## src/rtl/coolgirl_irq_if.sv

```systemverilog
// Write-strobe / IRQ bus between mapper decode and the shared IRQ unit.
//   wr_en, wr_addr, wr_data : register write strobe from mapper decode
//   ppu_a12                 : raw PPU A12 (asynchronous to m2)
//   irq_n, irq_pending      : registered interrupt request and pending flag
//   counter_value           : live counter for readback
// master = mapper side, slave = IRQ unit side.
interface coolgirl_irq_if #(
    parameter int unsigned COUNTER_WIDTH = 16
);
    logic                     wr_en;
    logic [2:0]               wr_addr;
    logic [7:0]               wr_data;
    logic                     ppu_a12;
    logic                     irq_n;
    logic                     irq_pending;
    logic [COUNTER_WIDTH-1:0] counter_value;

    modport master (
        output wr_en, wr_addr, wr_data, ppu_a12,
        input  irq_n, irq_pending, counter_value
    );

    modport slave (
        input  wr_en, wr_addr, wr_data, ppu_a12,
        output irq_n, irq_pending, counter_value
    );
endinterface

```

## src/rtl/coolgirl_irq_unit.sv

```systemverilog
// Shared multicart IRQ generator: CPU down-counter (FME-7), CPU up-counter
// with reload (VRC/JY) and filtered PPU A12 scanline counter (MMC3).
// Ports:
//   m2      : CPU M2, sole clock (rising edge)
//   reset_n : asynchronous active-low reset
//   bus     : coolgirl_irq_if.slave (write strobe, ppu_a12, irq_n,
//             irq_pending, counter_value)
// Optional macro COOLGIRL_IRQ_VRC_PRESCALER_EN adds the VRC4 341/3 prescaler
// for CPU_UP mode; without it the prescale bit is stored but has no effect.
module coolgirl_irq_unit #(
    parameter int unsigned COUNTER_WIDTH = 16,
    parameter int unsigned A12_FILTER    = 3
) (
    input  logic          m2,
    input  logic          reset_n,
    coolgirl_irq_if.slave bus
);
    localparam int unsigned    CW   = COUNTER_WIDTH;
    localparam int unsigned    LCW  = 4;
    localparam logic [CW-1:0]  ONES = '1;
    localparam logic [LCW-1:0] FILT = LCW'(A12_FILTER);

    typedef enum logic [1:0] {
        MODE_IDLE     = 2'd0,
        MODE_CPU_DOWN = 2'd1,
        MODE_CPU_UP   = 2'd2,
        MODE_SCANLINE = 2'd3
    } mode_e;

    logic [CW-1:0]  counter_q, counter_d;
    logic [CW-1:0]  latch_q, latch_d;
    mode_e          mode_q, mode_d;
    logic           enable_q, enable_d;
    logic           auto_reload_q, auto_reload_d;
    logic           prescale_q, prescale_d;
    logic           reload_q, reload_d;
    logic           pending_q, pending_d;
    logic           irq_n_q;
    logic [1:0]     sync_q;
    logic [LCW-1:0] low_cnt_q, low_cnt_d;
    logic           a12_s, a12_rise, up_tick, trigger, clear;
    logic [15:0]    latch_ext, counter_ext;

    // A12 filter: rise only counts after FILT synchronised low cycles
    assign a12_s     = sync_q[1];
    assign a12_rise  = a12_s && (low_cnt_q == FILT);
    assign low_cnt_d = a12_s ? '0 :
                       ((low_cnt_q == FILT) ? low_cnt_q : low_cnt_q + LCW'(1));

    // Byte-lane writes on a 16-bit view; bits above CW are dropped
    always_comb begin
        latch_ext   = 16'(latch_q);
        counter_ext = 16'(counter_q);
        if (bus.wr_en && bus.wr_addr == 3'd0) latch_ext[7:0]    = bus.wr_data;
        if (bus.wr_en && bus.wr_addr == 3'd1) latch_ext[15:8]   = bus.wr_data;
        if (bus.wr_en && bus.wr_addr == 3'd5) counter_ext[7:0]  = bus.wr_data;
        if (bus.wr_en && bus.wr_addr == 3'd6) counter_ext[15:8] = bus.wr_data;
    end

`ifdef COOLGIRL_IRQ_VRC_PRESCALER_EN
    localparam logic [8:0] PRESC_INIT = 9'd341;
    logic [8:0] presc_q, presc_d;
    logic       presc_tick;

    // Subtract 3 per m2; on underflow add 341 back and emit a tick
    always_comb begin
        presc_tick = 1'b0;
        presc_d    = presc_q - 9'd3;
        if (presc_q <= 9'd3) begin
            presc_d    = presc_q + 9'd338;
            presc_tick = 1'b1;
        end
        if (bus.wr_en && (bus.wr_addr == 3'd2 || bus.wr_addr == 3'd3)) begin
            presc_d = PRESC_INIT;
        end
    end

    always_ff @(posedge m2 or negedge reset_n) begin
        if (!reset_n) presc_q <= PRESC_INIT;
        else          presc_q <= presc_d;
    end

    assign up_tick = ~prescale_q | presc_tick;
`else
    logic unused_prescale;
    assign unused_prescale = prescale_q;
    assign up_tick         = 1'b1;
`endif

    // Next state: mode tick first, then register writes override it
    always_comb begin
        counter_d     = counter_q;
        latch_d       = CW'(latch_ext);
        mode_d        = mode_q;
        enable_d      = enable_q;
        auto_reload_d = auto_reload_q;
        prescale_d    = prescale_q;
        reload_d      = reload_q;
        trigger       = 1'b0;
        clear         = 1'b0;

        case (mode_q)
            MODE_CPU_DOWN: begin
                if (enable_q) begin
                    if (counter_q == '0) begin
                        trigger   = 1'b1;
                        counter_d = auto_reload_q ? latch_d : ONES;
                    end else begin
                        counter_d = counter_q - CW'(1);
                    end
                end
            end
            MODE_CPU_UP: begin
                if (enable_q && up_tick) begin
                    if (counter_q == ONES) begin
                        trigger   = 1'b1;
                        counter_d = latch_d;
                    end else begin
                        counter_d = counter_q + CW'(1);
                    end
                end
            end
            MODE_SCANLINE: begin
                if (a12_rise) begin
                    if (counter_q == '0 || reload_q) begin
                        counter_d = latch_d;
                        reload_d  = 1'b0;
                    end else begin
                        counter_d = counter_q - CW'(1);
                    end
                    trigger = enable_q && (counter_d == '0);
                end
            end
            default: ;
        endcase

        if (bus.wr_en) begin
            case (bus.wr_addr)
                3'd2: begin
                    mode_d        = mode_e'(bus.wr_data[1:0]);
                    enable_d      = bus.wr_data[2];
                    auto_reload_d = bus.wr_data[3];
                    prescale_d    = bus.wr_data[4];
                    clear         = ~bus.wr_data[2];
                end
                3'd3: clear    = 1'b1;
                3'd4: reload_d = 1'b1;
                3'd5, 3'd6: begin
                    // direct write discards the whole tick on this edge
                    counter_d = CW'(counter_ext);
                    reload_d  = reload_q;
                    trigger   = 1'b0;
                end
                default: ;
            endcase
        end

        // a trigger beats a same-edge acknowledge
        pending_d = trigger | (pending_q & ~clear);
    end

    always_ff @(posedge m2 or negedge reset_n) begin
        if (!reset_n) begin
            counter_q     <= '0;
            latch_q       <= '0;
            mode_q        <= MODE_IDLE;
            enable_q      <= 1'b0;
            auto_reload_q <= 1'b0;
            prescale_q    <= 1'b0;
            reload_q      <= 1'b0;
            pending_q     <= 1'b0;
            irq_n_q       <= 1'b1;
            sync_q        <= 2'b00;
            low_cnt_q     <= '0;
        end else begin
            counter_q     <= counter_d;
            latch_q       <= latch_d;
            mode_q        <= mode_d;
            enable_q      <= enable_d;
            auto_reload_q <= auto_reload_d;
            prescale_q    <= prescale_d;
            reload_q      <= reload_d;
            pending_q     <= pending_d;
            irq_n_q       <= ~pending_d;
            sync_q        <= {sync_q[0], bus.ppu_a12};
            low_cnt_q     <= low_cnt_d;
        end
    end

    assign bus.counter_value = counter_q;
    assign bus.irq_n         = irq_n_q;
    assign bus.irq_pending   = pending_q;
endmodule

```

## src/flat_wrapper.sv

```systemverilog
// flat-port wrapper written by rule: the top's interface ports become plain ports
module coolgirl_irq_unit_flat 
#(
    parameter int unsigned COUNTER_WIDTH = 16,
    parameter int unsigned A12_FILTER    = 3
)
  (m2, reset_n, bus_wr_en, bus_wr_addr, bus_wr_data, bus_ppu_a12, bus_irq_n, bus_irq_pending, bus_counter_value);
  coolgirl_irq_if #(.COUNTER_WIDTH(COUNTER_WIDTH)) bus_i ();
  input  logic m2;
  input  logic reset_n;
  input wire logic [$bits(bus_i.wr_en)-1:0] bus_wr_en;
  input wire logic [$bits(bus_i.wr_addr)-1:0] bus_wr_addr;
  input wire logic [$bits(bus_i.wr_data)-1:0] bus_wr_data;
  input wire logic [$bits(bus_i.ppu_a12)-1:0] bus_ppu_a12;
  output wire logic [$bits(bus_i.irq_n)-1:0] bus_irq_n;
  output wire logic [$bits(bus_i.irq_pending)-1:0] bus_irq_pending;
  output wire logic [$bits(bus_i.counter_value)-1:0] bus_counter_value;
  assign bus_i.wr_en = bus_wr_en;
  assign bus_i.wr_addr = bus_wr_addr;
  assign bus_i.wr_data = bus_wr_data;
  assign bus_i.ppu_a12 = bus_ppu_a12;
  assign bus_irq_n = bus_i.irq_n;
  assign bus_irq_pending = bus_i.irq_pending;
  assign bus_counter_value = bus_i.counter_value;
  coolgirl_irq_unit #(.COUNTER_WIDTH(COUNTER_WIDTH), .A12_FILTER(A12_FILTER)) u_core (.m2(m2), .reset_n(reset_n), .bus(bus_i));
endmodule
```

## config.mk

```make
export PLATFORM = sky130hd
export DESIGN_NAME = coolgirl_irq_unit_flat
export DESIGN_NICKNAME = d
export VERILOG_FILES = /design/src/rtl/coolgirl_irq_if.sv /design/src/rtl/coolgirl_irq_unit.sv /design/src/flat_wrapper.sv
export SDC_FILE = /design/constraint.sdc
export NUM_CORES = 1
export LEC_CHECK = 0
export CORE_ASPECT_RATIO = 1.25
export CORE_MARGIN = 3
export CORE_UTILIZATION = 40
export CTS_BUF_LIST = sky130_fd_sc_hd__clkbuf_8
export CTS_CLUSTER_SIZE = 30
export DETAILED_ROUTE_END_ITERATION = 8
export DONT_BUFFER_PORTS = 1
export MAX_ROUTING_LAYER = met4
export PLACE_DENSITY_LB_ADDON = 0.12
export SETUP_SLACK_MARGIN = 0.02
export SYNTH_ARGS = -nofsm -noshare
export SYNTH_HDL_FRONTEND = slang
export SYNTH_SLANG_ARGS = --single-unit
```

## constraint.sdc

```tcl
create_clock -name m2 -period 3.8 [get_ports m2]
set_clock_uncertainty 0.15 [all_clocks]
set_input_delay 0.57 -clock m2 [delete_from_list [all_inputs] [get_ports m2]]
set_output_delay 0.57 -clock m2 [all_outputs]
set_load 0.02 [all_outputs]
```

**After elaboration in Yosys (flattened, before gate mapping)**

Cells that the tools add are included.

- Word-level logic and storage cells: 79
- Input bits: 15
- Flip-flop bits (word level): 45
- Output and inout port bits: 18

- Bitwise gates (word level): 5
- Multiplexer cells: 33
- Add/sub/neg operators: 3
- Equal/unequal tests: 15
- Reduce and logical (&&, ||, !) cells: 12

Operators by type and width:

| kind | number |
|---|---|
| two-way mux 16 bit | 11 |
| one-hot mux 16 bit (3 select lines) | 1 |
| zero test 16 bit | 2 |
| two-way mux 8 bit | 4 |
| adder 16 x 1 -> 16 bit (second input constant) | 1 |
| == test 16 bit (second input constant) | 1 |
| subtractor 16 x 1 -> 16 bit (second input constant) | 1 |
| two-way mux 1 bit | 12 |
| == test 3 bit (second input constant) | 3 |
| two-way mux 4 bit | 2 |
| == test 3 x 2 -> 1 bit (second input constant) | 2 |
| logical AND 1 bit | 6 |
| != test 3 x 2 -> 1 bit (second input constant) | 2 |
| adder 4 x 1 -> 4 bit (second input constant) | 1 |
| == test 2 bit (second input constant) | 2 |
| == test 4 x 2 -> 1 bit (second input constant) | 1 |
| one-hot mux 1 bit (2 select lines) | 2 |
| == test 3 x 1 -> 1 bit (second input constant) | 1 |
| zero test 3 bit | 1 |
| NOT 1 bit | 3 |
| one-hot mux 1 bit (3 select lines) | 1 |
| == test 2 x 1 -> 1 bit (second input constant) | 1 |
| != test 2 x 1 -> 1 bit (second input constant) | 1 |
| != test 2 bit (second input constant) | 1 |
| other kinds (5) | 5 |

**Depth between registers and ports, before layout**

Gate-level depths: netlist (run 1).

- Depth in word-level cells: 14
- Depth in mapped cells: 11
- Depth with buffers taken out: 9

**Worst setup path after synthesis (run 1)**

No wires, ideal clock.

- Path type: input port to flip-flop
- Start: input port bus_wr_addr[1]
- End: register u_core.counter_q[6], in the netlist u_core.bus.counter_value[6]
- Setup time: 129 ps
- Path buffers: 2
- Arrival time: 2752 ps
- Cell stages on the path: 9
- Setup slack: 769 ps
- Cell sequence: buf_2 -> nor4b_1 -> buf_6 -> mux2i_4 -> nor2_1 -> or4b_1 -> a2111o_1 -> a21boi_0 -> o22ai_1

- Word-level cells in the longest chain between the ends: 10
- Elaborated cells on any way between the ends: 20
- Those cells by class: eq/ne (3); mux (13); reduce/logical (4)

RTL lines:

| item | RTL line | RTL |
|---|---|---|
| from (decl) | flat_wrapper.sv:12 | `input wire logic [$bits(bus_i.wr_addr)-1:0] bus_wr_addr;` |
| zero test 3 bit | coolgirl_irq_unit.sv:54 | `if (bus.wr_en && bus.wr_addr == 3'd0) latch_ext[7:0] = bus.wr_data;` |
| logical AND 1 bit | coolgirl_irq_unit.sv:54 |  |
| two-way mux 8 bit | coolgirl_irq_unit.sv:54 |  |
| two-way mux 16 bit | coolgirl_irq_unit.sv:125 | `if (counter_q == '0 \|\| reload_q) begin` |
| two-way mux 16 bit | coolgirl_irq_unit.sv:124 | `if (a12_rise) begin` |
| two-way mux 16 bit | coolgirl_irq_unit.sv:102 | `case (mode_q)` |
| two-way mux 16 bit | coolgirl_irq_unit.sv:124 |  |
| one-hot mux 16 bit (3 select lines) | coolgirl_irq_unit.sv:102 |  |
| two-way mux 16 bit | coolgirl_irq_unit.sv:138 | `case (bus.wr_addr)` |
| two-way mux 16 bit | coolgirl_irq_unit.sv:137 | `if (bus.wr_en) begin` |
| to (signal assigned) | coolgirl_irq_unit.sv:176 | `counter_q <= counter_d;` |
| to (decl) | coolgirl_irq_unit.sv:30 | `logic [CW-1:0] counter_q, counter_d;` |

Several ways; a longest one is shown, not always the timed one. The select of a mux whose other input is x is not followed.
A chain may end at the register's enable or synchronous reset.

**Final worst setup path (run 1)**

- Start: register u_core.counter_q[3], in the netlist u_core.bus.counter_value[3]
- End: register u_core.counter_q[6], in the netlist u_core.bus.counter_value[6]

- Word-level cells in the longest chain between the ends: 9
- Elaborated cells on any way between the ends: 16
- Those cells by class: add/sub (2); eq/ne (1); mux (11); reduce/logical (2)

RTL lines:

| item | RTL line |
|---|---|
| branches (longest 6 deep; another with subtractor 16 x 1 -> 16 bit) | -- |
| one-hot mux 16 bit (3 select lines) (*) | coolgirl_irq_unit.sv:102 |
| two-way mux 16 bit | coolgirl_irq_unit.sv:138 |
| two-way mux 16 bit (*) | coolgirl_irq_unit.sv:137 |

Every way passes the cells marked *. The select of a mux whose other input is x is not followed.

==> flow_summary.ini, run 1 <==
[yosys]
yosys.cell_types.count = 73
synthesis.instances = 515
syn_area_per_cell_um2 = 7.83
synthTopCellsByArea = dfrtp_1, nand2_1, o21ai_0, mux2i_1, a21oi_1
ys_seq_elements = 45
synth_enable_flop_cells = 0
yosysTopAreaCell = dfrtp_1
synthDominantCellAreaShare_pct = 27.3
async_reset_ff_share_pct = 100
yosys_warnings = 0
syn-num-nets = 538
syn_area_um2 = 4030
synth_top_flop_cell = dfrtp_1
synth-seq-area-share_pct = 28.0

[critical_path]
cp-end-kind = flip-flop
reg2reg_to = u_core.bus.counter_value[6]$_DFFE_PN0P_
reg2reg_slack_ns = 0.66
crit_path_start = u_core.bus.counter_value[3]$_DFFE_PN0P_
crit_path_end = u_core.bus.counter_value[6]$_DFFE_PN0P_
startpoint_type = flip-flop
critPathRequiredTime_ns = 3.85
reg2reg_depth = 7
regToRegStartpoint = u_core.bus.counter_value[3]$_DFFE_PN0P_
worstPathMaxFanout = 16
critPathKind = flip-flop to flip-flop
cp.arrival_ns = 3.19

[placed_design]
dp_hpwl_mm = 12.3
port_buffers = 0
place_congestion = 0.996

[layout]
final_util_pct = 44.9
nNetsFinal = 533
seqCellArea_um2 = 1130
antenna_cells = 0
area_growth_pct = 8.04
drive_above_1_share_pct = 12.7
final_common_cell = nand2_1
multiInputGateArea_um2 = 2630
final_cell_mix = nand2_1, dfrtp_1, o21ai_0
n_fill_cell = 1026

[sta]
period_needed_ns = 3.14
fmax_mhz = 318
setup_tns_ns = 0
drv_slew = 0
relSlewSlack_pct = 32.8
fin_crit_sh_pct = 82.7
setup_viol = 0
rsz0062_at_grt = no
worstMarginPinSlew_ns = 1.01
hold_viol = 0

[die]
row_count = 40
pin_count = 33
die-area_um2 = 11300
fp.dieH_um = 118
core_um2 = 9710
dieWidth_um = 95.8
initial_core_util_pct = 41.5

[clock_tree]
cts_buffers = 5
cts_hold_buf = 2
h-tree-depth = 2
clkSinkCount = 45
clockRootBuffer = clkbuf_8
path_clk_slew_ns = 0.09
cts.path.max_buffers = 2
postCtsSetupBuffers = 0
cts_resized = 0
cts_tree = yes
insertion_delay_ns = 0.32

[drt]
antenna_left = 0
drc_errors = 0
wl_per_cell_um = 26.1
drt_iter0_markers = 393
wl_mm = 16.6
vias = 4279
first_pass_iters = 5
viasPerCell = 6.72

[global_route]
gr-total-overflow = 0
grt_pass1_vias = 4117
grt_pass1_wl_mm = 25.2
grt_max_degree = 46
grt.total_usage_pct = 30.7
antenna_found_initial = 0

[pwr]
comb_power_share_pct = 58.0
powerDensity_nw_per_um2 = 671
p_sw_mw = 1.59
peakVddDrop_uv = 277
fin_total_pwr_mw = 2.92
seqPwrFrac_pct = 31.0
leakagePower_nw = 1.66
pwr-share-clk_pct = 11.0
switching_share_pct = 54.4
power.internal_mw = 1.33

[run]
cap_viol_max_count = 0

[outcome]
status = finished clean

[hold_path]
hp-class = input pin to flip-flop
## state kept, by name (all words and copies together) (netlist names)
signal,count
u_core.sync_q,2
u_core.enable_q,1
u_core.bus.irq_n,1
u_core.bus.counter_value,16
u_core.low_cnt_q,4
u_core.bus.irq_pending,1
u_core.mode_q,2
u_core.latch_q,16
u_core.auto_reload_q,1
u_core.reload_q,1
## routing by layer
metal	wire [µm]	track usage [%]	up-vias
li1	-	-	1912
met1	7030	41.8	2080
met2	7720	45.8	238
met3	1250	3.88	49
met4	633	12.3	0
met5	0	-	-
## cell usage after synthesis, types with 3 or more instances
master    count
buf_2         9
nand3_1      25
o22ai_1      19
o21ai_0      42
nand4_1       9
nor2b_1       4
nand3b_1      3
o2111a_1      3
nor4_1        8
mux2_2        6
a21o_1        3
xnor2_1      11
dfrtp_1      44
xor2_1       10
ha_1          8
a32o_1        4
clkbuf_1     28
inv_1        23
a31oi_1      12
or2_2         4
nand4b_1      4
mux2i_1      15
o31ai_1       3
o211ai_1      7
a21oi_1      26
or4_1         3
buf_1         3
nand2_1      61
buf_6         4
a211oi_1      6
nor2_1       34
nor3b_1       3
nor3_1       13
a221oi_1      5
## worst min path at each step
| stage | end | slack [ns] | cells past startpoint | from |
|---|---|---|---|---|
| final | u_core.sync_q[0]$_DFF_PN0_ | 0.13 | 0 | bus_ppu_a12 |
| after global placement | u_core.mode_q[1]$_DFFE_PN0P_ | 0.13 | 0 | reset_n |
| after detailed placement | u_core.mode_q[1]$_DFFE_PN0P_ | 0.13 | 0 | reset_n |
| after floorplan | u_core.auto_reload_q$_DFFE_PN0P_ | 0.12 | 0 | reset_n |
| after CTS | u_core.sync_q[0]$_DFF_PN0_ | 0.12 | 0 | bus_ppu_a12 |
| after global routing | u_core.sync_q[0]$_DFF_PN0_ | 0.11 | 0 | bus_ppu_a12 |
## stage by stage
step / hold slack (ns) / cell area, µm² / std cells / setup slack, ns
3_5_place_dp: 0.126 / 4230 / 627 / 0.714
2_1_floorplan: 0.124 / 4030 / 515 / 0.769
3_3_place_gp: 0.125 / 4230 / 627 / 0.765
6_report: 0.125 / 4360 / 637 / 0.657
5_1_grt: 0.107 / 4360 / 637 / 0.490
4_1_cts: 0.117 / 4360 / 637 / 0.713
## power by group through the flow
stage / Clock (mW) / Sequential (mW) / Combinational, mW
2_1_floorplan: 0 / 0.810 / 1.19
3_3_place_gp: 0 / 0.904 / 1.65
3_5_place_dp: 0 / 0.902 / 1.64
4_1_cts: 0.332 / 0.893 / 1.66
5_1_grt: 0.349 / 0.919 / 1.83
6_report: 0.321 / 0.906 / 1.69
## kinds of logic after synthesis
family	Yosys count	synth area share, %
buffers and inverters	67	7.26
multiplexers	22	5.96
AO/OA/AOI/OAI	158	26.1
adder cells (fa/ha/maj)	9	2.73
AND/OR/NAND/NOR	193	25.4
XOR/XNOR	21	4.56
flip-flops	45	28.0
## worst max-delay path, stage by stage, from the launching register on
cell      delay (ns)
dfrtp_1         0.66
nand3_1         0.42
or4_1           0.48
nor2_1          0.07
or4b_1          0.54
a2111o_1        0.42
a21boi_0        0.19
o22ai_1         0.10
## cell type report
| class | instances | area share, % |
|---|---|---|
| Clock buffer | 5 | 1.58 |
| Clock inverter | 3 | 0.517 |
| Inverter | 23 | 1.98 |
| Multi-Input combinational cell | 403 | 60.4 |
| Sequential cell | 45 | 25.9 |
| Tap cell | 126 | 3.62 |
| Timing Repair Buffer | 32 | 6.03 |
(Power assumes the default switching activity.)
==> run 2, diff against run 1 <==
Clock period 3.8 ns to 3.05 ns, I/O delays scaled along.
==> run 2 against run 1 <==
Utilization increased by 2.7 points; global-route usage is 0.36 points higher; register-to-register slack got worse by 0.57 ns; routed wire length rose by 1.2%; worst hold slack lost 0.098 ns; critical endpoint is now u_core.bus.counter_value[11]$_DFFE_PN0P_; fmax is 6.2% higher; critical path type unchanged; clock power is 53% higher; total power grew 34%; sequential power rose by 11%.
==> flow_summary.ini, run 2 (same netlist as run 1, synthesis figures left out) <==
[outcome]
status = finished clean

[sta]
drv_slew = 0
worstMarginPinSlew_ns = 0.880
setup_tns_ns = 0
period_needed_ns = 2.96
fin_crit_sh_pct = 97.0
hold_viol = 0
fmax_mhz = 338
relSlewSlack_pct = 41.2
rsz0062_at_grt = yes
setup_viol = 0
layout_setup_ws_ns = 0.0901

[layout]
final_util_pct = 47.6
antenna_cells = 0
seqCellArea_um2 = 1130
final_common_cell = nand2_1
final_cell_mix = nand2_1, buf_4, dfrtp_1
area_growth_pct = 14.6
multiInputGateArea_um2 = 2650
final_area_um2 = 4620
drive_above_1_share_pct = 16.9
nNetsFinal = 560
n_fill_cell = 988

[pwr]
p_sw_mw = 2.02
powerDensity_nw_per_um2 = 848
leakagePower_nw = 1.82
power.internal_mw = 1.90
peakVddDrop_uv = 491
seqPwrFrac_pct = 25.7
switching_share_pct = 51.6
pwr-share-clk_pct = 12.5
comb_power_share_pct = 61.7

[drt]
first_pass_iters = 6
vias = 4465
wl_mm = 16.8
dr_wl_met2_mm = 7.40
drt_iter0_markers = 512
viasPerCell = 6.72
highest_layer = met4
wl_per_cell_um = 25.4
drc_errors = 0
wl_met1_mm = 6.49
antenna_left = 0
met3RoutedLength_mm = 1.79

[clock_tree]
path_clk_slew_ns = 0.09
insertion_delay_ns = 0.31
clkSinkCount = 45
cts_buffers = 5
clockRootBuffer = clkbuf_8
cts.path.max_buffers = 2
cts_tree = yes
h-tree-depth = 2

[global_route]
grt.total_usage_pct = 31.0
antenna_found_initial = 0
grt_pass1_vias = 4215
grt_max_degree = 46
grt_pass1_wl_mm = 25.8
gr-total-overflow = 0

[run]
cap_viol_max_count = 0

[die]
row_count = 40
die-area_um2 = 11300
initial_core_util_pct = 41.5
fp.dieH_um = 118
core_um2 = 9710
dieWidth_um = 95.8
pin_count = 33

[critical_path]
crit_path_start = u_core.bus.counter_value[0]$_DFFE_PN0P_
critPathKind = flip-flop to flip-flop
critPathRequiredTime_ns = 3.08
cp-end-kind = flip-flop
worstPathMaxFanout = 5
regToRegStartpoint = u_core.bus.counter_value[0]$_DFFE_PN0P_
cp.arrival_ns = 2.99
startpoint_type = flip-flop

[hold_path]
hp-class = input pin to flip-flop
min_from = bus_ppu_a12

[placed_design]
port_buffers = 0
placed_area_um2 = 4410
place_congestion = 1.06
pre_cts_slack_ns = 0.175
dp_hpwl_mm = 12.4
run 2: layer usage:
metal / up-vias / global-route usage [%]
li1: 1965 / -
met1: 2109 / 41.6
met5: - / -
met4: 0 / 16.1
met2: 309 / 44.6
met3: 82 / 5.09
run 2: layout make-up:
cell class / instances / area share (%)
Clock buffer: 6 / 1.79
Clock inverter: 2 / 0.731
Timing Repair Buffer: 59 / 10.3
Tap cell: 126 / 3.41
Sequential cell: 45 / 24.4
Inverter: 23 / 1.87
Multi-Input combinational cell: 403 / 57.4
run 2: through the flow:
stage / hold slack [ns] / power [mW] / instances
2_1_floorplan: 0.0119 / 2.49 / 515
3_3_place_gp: 0.0132 / 3.34 / 650
3_5_place_dp: 0.0134 / 3.33 / 650
4_1_cts: 0.0179 / 3.86 / 660
5_1_grt: 0.00729 / 4.14 / 664
6_report: 0.0270 / 3.92 / 664
run 2: path summary, 6_finish.rpt:
kind / slack, ns / depth (start not counted) / end
min in group asynchronous: 0.53 / 2 / u_core.latch_q[8]$_DFF_PN0_
max in group asynchronous: 1.94 / 2 / u_core.bus.irq_n$_DFF_PN1_
worst max register to register: 0.09 / 10 / u_core.bus.counter_value[11]$_DFFE_PN0P_
worst max-delay path: 0.09 / 10 / u_core.bus.counter_value[11]$_DFFE_PN0P_
worst min-delay path: 0.03 / 0 / u_core.sync_q[0]$_DFF_PN0_
worst min register to register: 0.21 / 0 / u_core.sync_q[1]$_DFF_PN0_
run 2: repair_timing:
item                                    CTS  global route
buffers inserted                          0             4
endpoints found under the setup margin    0             4
endpoints found under the hold margin    45             0
resized for setup                         0             4
hold buffers                              2             0
run 2: critical path, stage by stage (launching register included):
cell,delay [ns]
dfrtp_1,0.43
inv_1,0.14
ha_1,0.21
or4b_4,0.51
nor4_4,0.35
buf_4,0.17
nand2_1,0.17
nor2_1,0.15
a211oi_1,0.06
a2111oi_0,0.37
a21oi_1,0.12
run 2: power groups by stage:
stage / registers, mW / clock network [mW] / logic, mW
2_1_floorplan: 1.01 / 0 / 1.48
6_report: 1.01 / 0.491 / 2.42
3_3_place_gp: 1.00 / 0 / 2.34
5_1_grt: 1.02 / 0.525 / 2.59
4_1_cts: 0.994 / 0.505 / 2.36
3_5_place_dp: 1.00 / 0 / 2.33
==> run 3, diff against run 2 <==
Settings changed: ABC_AREA set to 1, GPL_TIMING_DRIVEN set to 0.
==> run 3 against run 2 <==
Combinational power is 3% lower; critical endpoint is now u_core.bus.irq_pending$_DFF_PN0_; synthesized cell count is 53% higher; critical path depth is 5 higher; total power is 2.1% lower; worst hold slack better by 0.033 ns; routed wire length is 11% higher; sequential power hardly changed; sequential share of layout area is 1.9 points lower; setup slack better by 0.13 ns; fmax is 4.5% higher; die area is 15% higher; non-clock buffer count is 16 lower.
==> flow_summary.ini, run 3 <==
[global_route]
gr-total-overflow = 0
antenna_found_initial = 0
grt_pass1_vias = 4825
grtUsageMet2_pct = 46.4
globalRouteMet3Util_pct = 5.94
grt_pass1_wl_mm = 27.9
grt_max_degree = 46
busiest_layer = met2
met1_usage_pct = 37.4
grt.total_usage_pct = 30.0

[critical_path]
path_cells = inv_1, ha_1, nand2_1, nor2_4, a21oi_1, buf_4, nand2_1, nand2_1, nor2_1, nand2_1, nor2_1, nand3_1, nand2_1, nand2_1, nand2_1
critPathRequiredTime_ns = 3.11
critPathKind = flip-flop to flip-flop
cp.arrival_ns = 2.90
slowest_stage = dfrtp_1
crit_top_cell = nand2_1
startpoint_type = flip-flop
worstPathMaxFanout = 10
cp-end-kind = flip-flop
max_stage_delay_ns = 0.68

[outcome]
status = finished clean

[clock_tree]
insertion_delay_ns = 0.33
cts_buffers = 5
path_clk_slew_ns = 0.10
cts_tree = yes
postCtsSetupBuffers = 0
clockRootBuffer = clkbuf_8
cts_resized = 0
h-tree-depth = 2
cts.path.max_buffers = 2
clkSinkCount = 45

[pwr]
fin_total_pwr_mw = 3.84
powerDensity_nw_per_um2 = 765
peakVddDrop_uv = 415
leakagePower_nw = 2.59

[yosys]
synth_top_flop_cell = dfrtp_1
yosys_warnings = 0
synthesis.instances = 790
async_reset_ff_share_pct = 100
synth_common_cells = nand2_1, nand3_1, inv_1, nor2_1, a21oi_1
yosysMostFrequentCell = nand2_1
synth_enable_flop_cells = 0
yosys.cell_types.count = 36
syn-num-nets = 813
synthTopCellsByArea = nand2_1, dfrtp_1, nand3_1, a21oi_1, inv_1
syn_area_per_cell_um2 = 5.92
yosysTopAreaCell = nand2_1
synthDominantCellAreaShare_pct = 26.5
syn_area_um2 = 4680
synth-seq-area-share_pct = 24.1
ys_seq_elements = 45

[layout]
area_growth_pct = 7.17
final_cell_mix = nand2_1, nand3_1, inv_1
final_common_cell = nand2_1
final_cells = 937
drive_above_1_share_pct = 10.9
nNetsFinal = 823

[drt]
vias = 5088
first_pass_iters = 6
wl_per_cell_um = 19.9
drc_errors = 0
viasPerCell = 5.43
wl_mm = 18.7
drt_iter0_markers = 478
antenna_left = 0

[sta]
setup_tns_ns = 0
relSlewSlack_pct = 57.0
period_needed_ns = 2.83
drv_slew = 0
holdWs_ns = 0.0597
setup_viol = 0
hold_viol = 0
rsz0062_at_grt = no
fin_crit_sh_pct = 92.9
fmax_mhz = 353
worstMarginPinSlew_ns = 0.644

[placed_design]
port_buffers = 0
dp.cells = 925
dp_hpwl_mm = 14.5
place_congestion = 0.964

[die]
fp.dieH_um = 127
core_um2 = 11200
pin_count = 33
initial_core_util_pct = 41.6
dieWidth_um = 103
row_count = 43
die-area_um2 = 13000

[run]
cap_viol_max_count = 0

[hold_path]
hp-class = input pin to flip-flop
## run 3: where the power goes
part	switching, mW	total, mW	internal, mW
combinational	1.64	2.35	0.708
sequential	0.238	0.984	0.746
clock	0.241	0.505	0.264
total	2.12	3.84	1.72
## run 3: cell type report
class / count / area [µm²]
timing repair buffer: 3 / 47.5
fill: 1222 / 6230
sequential: 45 / 1130
inverter: 75 / 282
clock buffer: 6 / 82.6
antenna: 1 / 2.50
clock inverter: 2 / 33.8
tap: 135 / 169
multi-input combinational: 630 / 2990
buffer: 40 / 277
## run 3: path summary, 6_finish.rpt
path	from	to	slack, ns	depth (start not counted)
hold / removal	bus_wr_addr[0]	u_core.reload_q$_DFFE_PN0P_	0.06	1
setup reg to reg	u_core.bus.counter_value[1]$_DFFE_PN0P_	u_core.bus.irq_pending$_DFF_PN0_	0.22	15
min in group asynchronous	reset_n	u_core.latch_q[14]$_DFF_PN0_	0.51	2
hold reg to reg	u_core.sync_q[0]$_DFF_PN0_	u_core.sync_q[1]$_DFF_PN0_	0.23	0
max in group asynchronous	reset_n	u_core.bus.irq_n$_DFF_PN1_	1.97	2
setup / recovery	u_core.bus.counter_value[1]$_DFFE_PN0P_	u_core.bus.irq_pending$_DFF_PN0_	0.22	15
## run 3: cell families (layout without fill, tap and decap cells)
logic type / Yosys count / after routing / share of synthesized area [%]
adders and majority gates: 8 / 8 / 2.14
xor gates and xnor gates: 7 / 7 / 1.31
and+or+nand+nor: 496 / 496 / 45.9
DFF: 45 / 45 / 24.1
other: 0 / 1 / 0
buffers and inverters: 115 / 126 / 11.9
AOI/OAI and AO/OA: 119 / 119 / 14.6
## run 3: metal layers
| metal | up-vias | routed length [µm] |
|---|---|---|
| li1 | 2519 | - |
| met1 | 2338 | 7860 |
| met5 | - | 0 |
| met4 | 0 | 659 |
| met2 | 191 | 8840 |
| met3 | 40 | 1300 |
## run 3: critical path: cells and delay by family, from the launching register on
| family | cells | cell delay [ns] |
|---|---|---|
| AO/OA/AOI/OAI | 1 | 0.34 |
| adder cells (fa/ha/maj) | 1 | 0.27 |
| flip-flops | 1 | 0.68 |
| AND/OR/NAND/NOR | 11 | 0.85 |
| buffers and inverters | 2 | 0.42 |
## run 3: per-stage QoR
stage	util, %	setup WS (ns)	area, µm²
3_5_place_dp	43.1	0.280	4850
6_report	44.6	0.217	5010
3_3_place_gp	43.1	0.256	4850
4_1_cts	44.6	0.249	5010
2_1_floorplan	-	0.923	4680
5_1_grt	44.6	0.0434	5010
## run 3: what timing repair did
action                                  CTS  global route
endpoints found under the hold margin    46             0
endpoints found under the setup margin    0             0
hold buffers                              3             0
